File: config.mk
export PLATFORM = sky130hd
export DESIGN_NAME = mmio_bus_ctrl
export DESIGN_NICKNAME = d
export VERILOG_FILES = /design/src/rtl/mmio_bus_ctrl.sv
export SDC_FILE = /design/constraint.sdc
export NUM_CORES = 1
export LEC_CHECK = 0
export CORE_ASPECT_RATIO = 1.75
export CORE_MARGIN = 1.5
export CORE_UTILIZATION = 45
export DETAILED_ROUTE_END_ITERATION = 7
export DONT_BUFFER_PORTS = 1
export PLACE_DENSITY = 0.69
export SLEW_MARGIN = 5
export SYNTH_ARGS = -nofsm -noshare
export SYNTH_HDL_FRONTEND = slang
export SYNTH_SLANG_ARGS = --single-unit
File: constraint.sdc
create_clock -name clk -period 17.3 [get_ports clk]
set_clock_uncertainty 0.2 [all_clocks]
set_input_delay 1.73 -clock clk [delete_from_list [all_inputs] [get_ports clk]]
set_output_delay 1.73 -clock clk [all_outputs]
set_load 0.01 [all_outputs]
File: src/rtl/mmio_bus_ctrl.sv
// Memory-mapped bus controller: routes cpu accesses to on-chip RAM or IO registers,
// synchronises asynchronous input ports and reports change/error flags via a status register.
module mmio_bus_ctrl #(
    parameter int              DW          = 16,
    parameter int              AW          = 9,
    parameter int              NOUT        = 2,
    parameter int              NIN         = 2,
    parameter int              RAM_LAT     = 1,
    parameter int              OUT_BASE    = 'h100,
    parameter int              IN_BASE     = 'h140,
    parameter int              STATUS_ADDR = 'h180,
    parameter logic [DW-1:0]   OUT_RESET   = '0
) (
    input  logic                clk,
    input  logic                reset,
    input  logic [1:0]          mem_cmd,
    input  logic [AW-1:0]       mem_addr,
    input  logic [DW-1:0]       write_data,
    output logic [DW-1:0]       read_data,
    output logic                mem_ready,
    output logic [AW-2:0]       ram_addr,
    output logic                ram_write,
    output logic [DW-1:0]       ram_din,
    input  logic [DW-1:0]       ram_dout,
    output logic [NOUT*DW-1:0]  out_port,
    input  logic [NIN*DW-1:0]   in_port
);

    localparam logic [1:0] CMD_RD  = 2'b01;
    localparam logic [1:0] CMD_WR  = 2'b10;
    localparam logic [1:0] CMD_ILL = 2'b11;
    localparam int OIW = (NOUT > 1) ? $clog2(NOUT) : 1;
    localparam int IIW = (NIN > 1) ? $clog2(NIN) : 1;
    localparam int CW  = (RAM_LAT > 1) ? $clog2(RAM_LAT) : 1;

    typedef enum logic [1:0] {S_IDLE, S_WAIT, S_RESP} state_t;

    state_t          r_state;
    logic            r_is_rd;
    logic [AW-2:0]   r_addr;
    logic [DW-1:0]   r_wdata;
    logic [CW-1:0]   r_cnt;
    logic [DW-1:0]   r_read_data;
    logic            r_mem_ready;
    logic            r_ram_write;
    logic [DW-1:0]   r_out  [NOUT];
    logic [DW-1:0]   r_s1   [NIN];
    logic [DW-1:0]   r_s2   [NIN];
    logic [DW-1:0]   r_s2_d [NIN];
    logic [NIN-1:0]  r_chg;
    logic            r_err;

    logic [31:0]     w_addr32;
    logic            w_out_hit;
    logic            w_in_hit;
    logic            w_stat_hit;
    logic [OIW-1:0]  w_out_idx;
    logic [IIW-1:0]  w_in_idx;
    logic [DW-1:0]   w_status;
    logic [DW-1:0]   w_io_rdata;
    logic            w_acc;
    logic            w_io;
    logic [NIN-1:0]  w_chg_set;
    logic            w_err_set;
    logic            w_stat_clr;

    assign w_addr32   = 32'(mem_addr);
    assign w_out_hit  = (w_addr32 >= 32'(OUT_BASE)) && (w_addr32 < 32'(OUT_BASE + NOUT));
    assign w_in_hit   = (w_addr32 >= 32'(IN_BASE)) && (w_addr32 < 32'(IN_BASE + NIN));
    assign w_stat_hit = (w_addr32 == 32'(STATUS_ADDR));
    assign w_out_idx  = OIW'(w_addr32 - 32'(OUT_BASE));
    assign w_in_idx   = IIW'(w_addr32 - 32'(IN_BASE));
    assign w_acc      = (mem_cmd == CMD_RD) || (mem_cmd == CMD_WR);
    assign w_io       = mem_addr[AW-1];

    always_comb begin
        w_status = '0;
        w_status[DW-1] = r_err;
        w_status[NIN-1:0] = r_chg;
    end

    always_comb begin
        w_io_rdata = '0;
        if (w_out_hit)
            w_io_rdata = r_out[w_out_idx];
        else if (w_in_hit)
            w_io_rdata = r_s2[w_in_idx];
        else if (w_stat_hit)
            w_io_rdata = w_status;
    end

    always_comb begin
        for (int i = 0; i < NIN; i++)
            w_chg_set[i] = (r_s2[i] != r_s2_d[i]);
    end

    assign w_err_set  = (r_state == S_IDLE) &&
                        ((mem_cmd == CMD_ILL) ||
                         (w_acc && w_io && !(w_out_hit || w_in_hit || w_stat_hit)));
    assign w_stat_clr = (r_state == S_IDLE) && (mem_cmd == CMD_RD) && w_io && w_stat_hit;

    // Access FSM; IO accesses complete at the cycle-0 edge, RAM accesses count RAM_LAT wait cycles.
    always_ff @(posedge clk or posedge reset) begin
        if (reset) begin
            r_state     <= S_IDLE;
            r_is_rd     <= 1'b0;
            r_addr      <= '0;
            r_wdata     <= '0;
            r_cnt       <= '0;
            r_read_data <= '0;
            r_mem_ready <= 1'b0;
            r_ram_write <= 1'b0;
            for (int i = 0; i < NOUT; i++)
                r_out[i] <= OUT_RESET;
        end else begin
            r_mem_ready <= 1'b0;
            r_ram_write <= 1'b0;
            case (r_state)
                S_IDLE: begin
                    if (w_acc) begin
                        r_is_rd <= (mem_cmd == CMD_RD);
                        r_addr  <= mem_addr[AW-2:0];
                        r_wdata <= write_data;
                        if (w_io) begin
                            if (mem_cmd == CMD_RD)
                                r_read_data <= w_io_rdata;
                            else if (w_out_hit)
                                r_out[w_out_idx] <= write_data;
                            r_mem_ready <= 1'b1;
                            r_state     <= S_RESP;
                        end else begin
                            r_ram_write <= (mem_cmd == CMD_WR);
                            r_cnt       <= CW'(RAM_LAT - 1);
                            r_state     <= S_WAIT;
                        end
                    end
                end
                S_WAIT: begin
                    if (r_cnt == '0) begin
                        if (r_is_rd)
                            r_read_data <= ram_dout;
                        r_mem_ready <= 1'b1;
                        r_state     <= S_RESP;
                    end else begin
                        r_cnt <= r_cnt - 1'b1;
                    end
                end
                S_RESP:  r_state <= S_IDLE;
                default: r_state <= S_IDLE;
            endcase
        end
    end

    // A flag set in the same cycle as a status read survives the clear.
    always_ff @(posedge clk or posedge reset) begin
        if (reset) begin
            for (int i = 0; i < NIN; i++) begin
                r_s1[i]   <= '0;
                r_s2[i]   <= '0;
                r_s2_d[i] <= '0;
            end
            r_chg <= '0;
            r_err <= 1'b0;
        end else begin
            for (int i = 0; i < NIN; i++) begin
                r_s1[i]   <= in_port[i*DW +: DW];
                r_s2[i]   <= r_s1[i];
                r_s2_d[i] <= r_s2[i];
            end
            r_chg <= w_stat_clr ? w_chg_set : (r_chg | w_chg_set);
            r_err <= w_stat_clr ? w_err_set : (r_err | w_err_set);
        end
    end

    genvar g;
    generate
        for (g = 0; g < NOUT; g++) begin : g_out
            assign out_port[g*DW +: DW] = r_out[g];
        end
    endgenerate

    assign read_data = r_read_data;
    assign mem_ready = r_mem_ready;
    assign ram_write = r_ram_write;
    assign ram_addr  = r_addr;
    assign ram_din   = r_wdata;

endmodule

==> metrics <==
slowest CP cell=nand4_4; Syn Inst Count=405; grt ovf=0; Lkg Pwr=3.20 nW; clock sinks=between 150 and 200; Peak Freq=0.292 GHz; most frequent cells in the layout=176 x dfrtp_1, 40 x mux2_2, 32 x xnor2_1, 20 x mux2_4; Placed Cells incl. Taps=~570; DR top layer=met4; Final TNS setup=0 ns; metal2 WL=approximately 7600 microns; # hold bufs at CTS=0; antenna viol nets, final=0; met3 WL post-DR=933 microns; number of setup violations in the final report=0; CP arrival=3.53 ns; fin crit period=approximately 3.4 ns; DR WL/cell=23.0 microns; HPWL after detailed placement=9960 microns; fill count=1186; DRC Markers=0; M1 WL=~5000 microns; site row count=58; Syn Nets=slightly below 500; dpl cell area=6700 sq um; Yosys reg bits=176; Initial Utilization=45.7%; slowest cell delay on critical path=0.50 ns; CP Cell Sequence=inv_1 > ha_1 > nor3_4 > nand4_4 > mux2_4; first-pass GRT wire length=21700 microns; GRT Resource Usage Total=approximately 20%; Clock Path Buffers=2; Worst Path Max Fanout=16; fin area=7330 sq um; Max-Cap Viols=0; Primary FF master, synth=dfrtp_1; end point of the critical path=out_port[0]$_DFFE_PP0P_; H-tree Lvls=4; drt total wl=13900 microns; Layout Nets=490; power density cells=135 nW/um^2; Pins Over Slew Limit=0; Final Hold Fails=0; slew margin rel.=31.7%; DR vias=3345; I/O Pins=151; CTS Buf Count=17; Die ar.=~15000 sq um; register area=roughly 4400 sq um; CTS tree=built; Multi-input gate area=2010 sq um; CORE AREA=14300 sq um; number of flops mapped to enable cells by yosys=0; global placement routability congestion=0.816; initial antenna violation count=1; Hold Crit Class=reg -> reg; syn_area_per_cell=16.1 sq um; Async SR Flop Fraction=100%; Reg2Reg Launch Point=r_state[1]$_DFFE_PP0P_; DR iter-0 viols=150; Vias/cell=5.54; worst r2r path cells=3; Layout Cells excl Fill=between 600 and 700; Post-CTS Setup Inserts=0; clk_lat worst skew=around 0.42 ns; mapped cell area=6530 sq um; final worst path period share=19.8%; layout cells sized above 1=27.0%; Core Util, Final=51.3%; Critical path origin=mem_cmd[0]; Least-Margin Pin Slew=slightly above 1 ns; drt pass-1 iters=4; CP Class=in -> reg; Cell variety after synth=36; worst reg2reg setup slack=15.01 ns; CP Launch Type=input port; Die Ht=between 150 and 200 microns; clock-pin slew on the worst setup and hold paths=about 0.06 ns; Worst VDD drop=0.0000684 V; Die Span X=approximately 94 microns; R2R Path End=out_port[0]$_DFFE_PP0P_; CP endpoint kind=flip-flop; commonest non-fill, non-tap cell in the layout=dfrtp_1; unrepaired setup endpoints after global routing=false; Post-CTS Resized=0; vias in the first global route=approximately 3800; worst endpoint required time=around 17 ns; CTS root buffer=clkbuf_16; largest net degree at the start of global routing=94; sequential fraction of the synthesis area=67.4%; area delta synth->final=12.3%; Synth warnings=0; Worst Hold Slack=about 0.15 ns; input/output buffers=0; status=finished clean
-- cell usage after synthesis (all sizes together), types with 2 or more instances --
library cell  number  area (sq um)
dfrtp            176          4400
mux2              60           751
xnor2             32           280
nor2              17          63.8
a21oi             15          75.1
a22oi             13          97.6
mux4              13           293
buf               12          73.8
nand4             11          98.8
clkbuf             6          22.5
inv                6          22.5
nand2              6          22.5
nor4               5          31.3
nand3              4          20.0
nor3               4          31.3
a221oi             3          26.3
ha                 3          37.5
mux2i              3          30.0
nor2b              3          18.8
o221ai             3          26.3
nor4b              2          38.8
-- registers in the layout, indices dropped and copies added (netlist names) --
name,cells
read_data,16
r_is_rd,1
r_s2_d,32
r_err,1
r_state,2
r_s1,32
r_s2,32
mem_ready,1
r_chg,2
ram_din,16
ram_write,1
out_port,32
ram_addr,8
-- cell type report --
cell class              count  share of cell area (%)
well taps                 180                    3.07
flip-flops and latches    176                    60.1
repair buffers              4                   0.409
multi-input cells         205                    27.4
inverters                   6                   0.409
clock inverters            11                    2.46
diodes                      1                  0.0341
clock buffers              21                    6.14
-- metal layers --
layer	up-vias	global-route usage, %
met5	-	0
met4	0	8.82
met3	26	6.07
met2	132	34.4
met1	1736	21.6
li1	1451	-
-- how the worst min path moves through the flow --
stage,from,endpoint,slack [ns],cells past startpoint
3_5_place_dp,r_s1[10]$_DFF_PP0_,r_s2[10]$_DFF_PP0_,0.13,0
2_1_floorplan,r_s1[0]$_DFF_PP0_,r_s2[0]$_DFF_PP0_,0.13,0
6_report,r_s1[12]$_DFF_PP0_,r_s2[12]$_DFF_PP0_,0.15,0
4_1_cts,r_s1[10]$_DFF_PP0_,r_s2[10]$_DFF_PP0_,0.15,0
3_3_place_gp,r_s1[2]$_DFF_PP0_,r_s2[2]$_DFF_PP0_,0.13,0
5_1_grt,r_s1[12]$_DFF_PP0_,r_s2[12]$_DFF_PP0_,0.15,0
-- stage by stage --
stage | setup slack [ns] | power, mW
after floorplan | 10.60 | 0.574
after global placement | 13.48 | 0.594
after detailed placement | 13.41 | 0.600
after CTS | 13.86 | 1.00
after global routing | 13.75 | 1.04
final | 13.87 | 0.992
-- cells by family after synthesis --
logic type | count (synthesis) | share of synthesized area, %
buffers and inverters | 24 | 1.82
DFF | 176 | 67.4
xor gates and xnor gates | 32 | 4.29
adders and majority gates | 3 | 0.575
muxes | 76 | 16.4
and+or+nand+nor | 58 | 5.79
AOI/OAI and AO/OA | 36 | 3.64
-- critical path, delay by kind of cell --
kind / cells / cell delay, ns
simple gates: 2 / 0.94
mux: 1 / 0.47
buf+inv: 1 / 0.03
fa+ha+maj: 1 / 0.36
-- power by group --
| group | internal (mW) | leakage, nW | total [mW] | switching, mW |
|---|---|---|---|---|
| logic | 0.0399 | 0.777 | 0.0769 | 0.0370 |
| registers | 0.460 | 2.13 | 0.513 | 0.0531 |
| clock network | 0.248 | 0.296 | 0.402 | 0.154 |
Power figures use the tool's default switching activity.
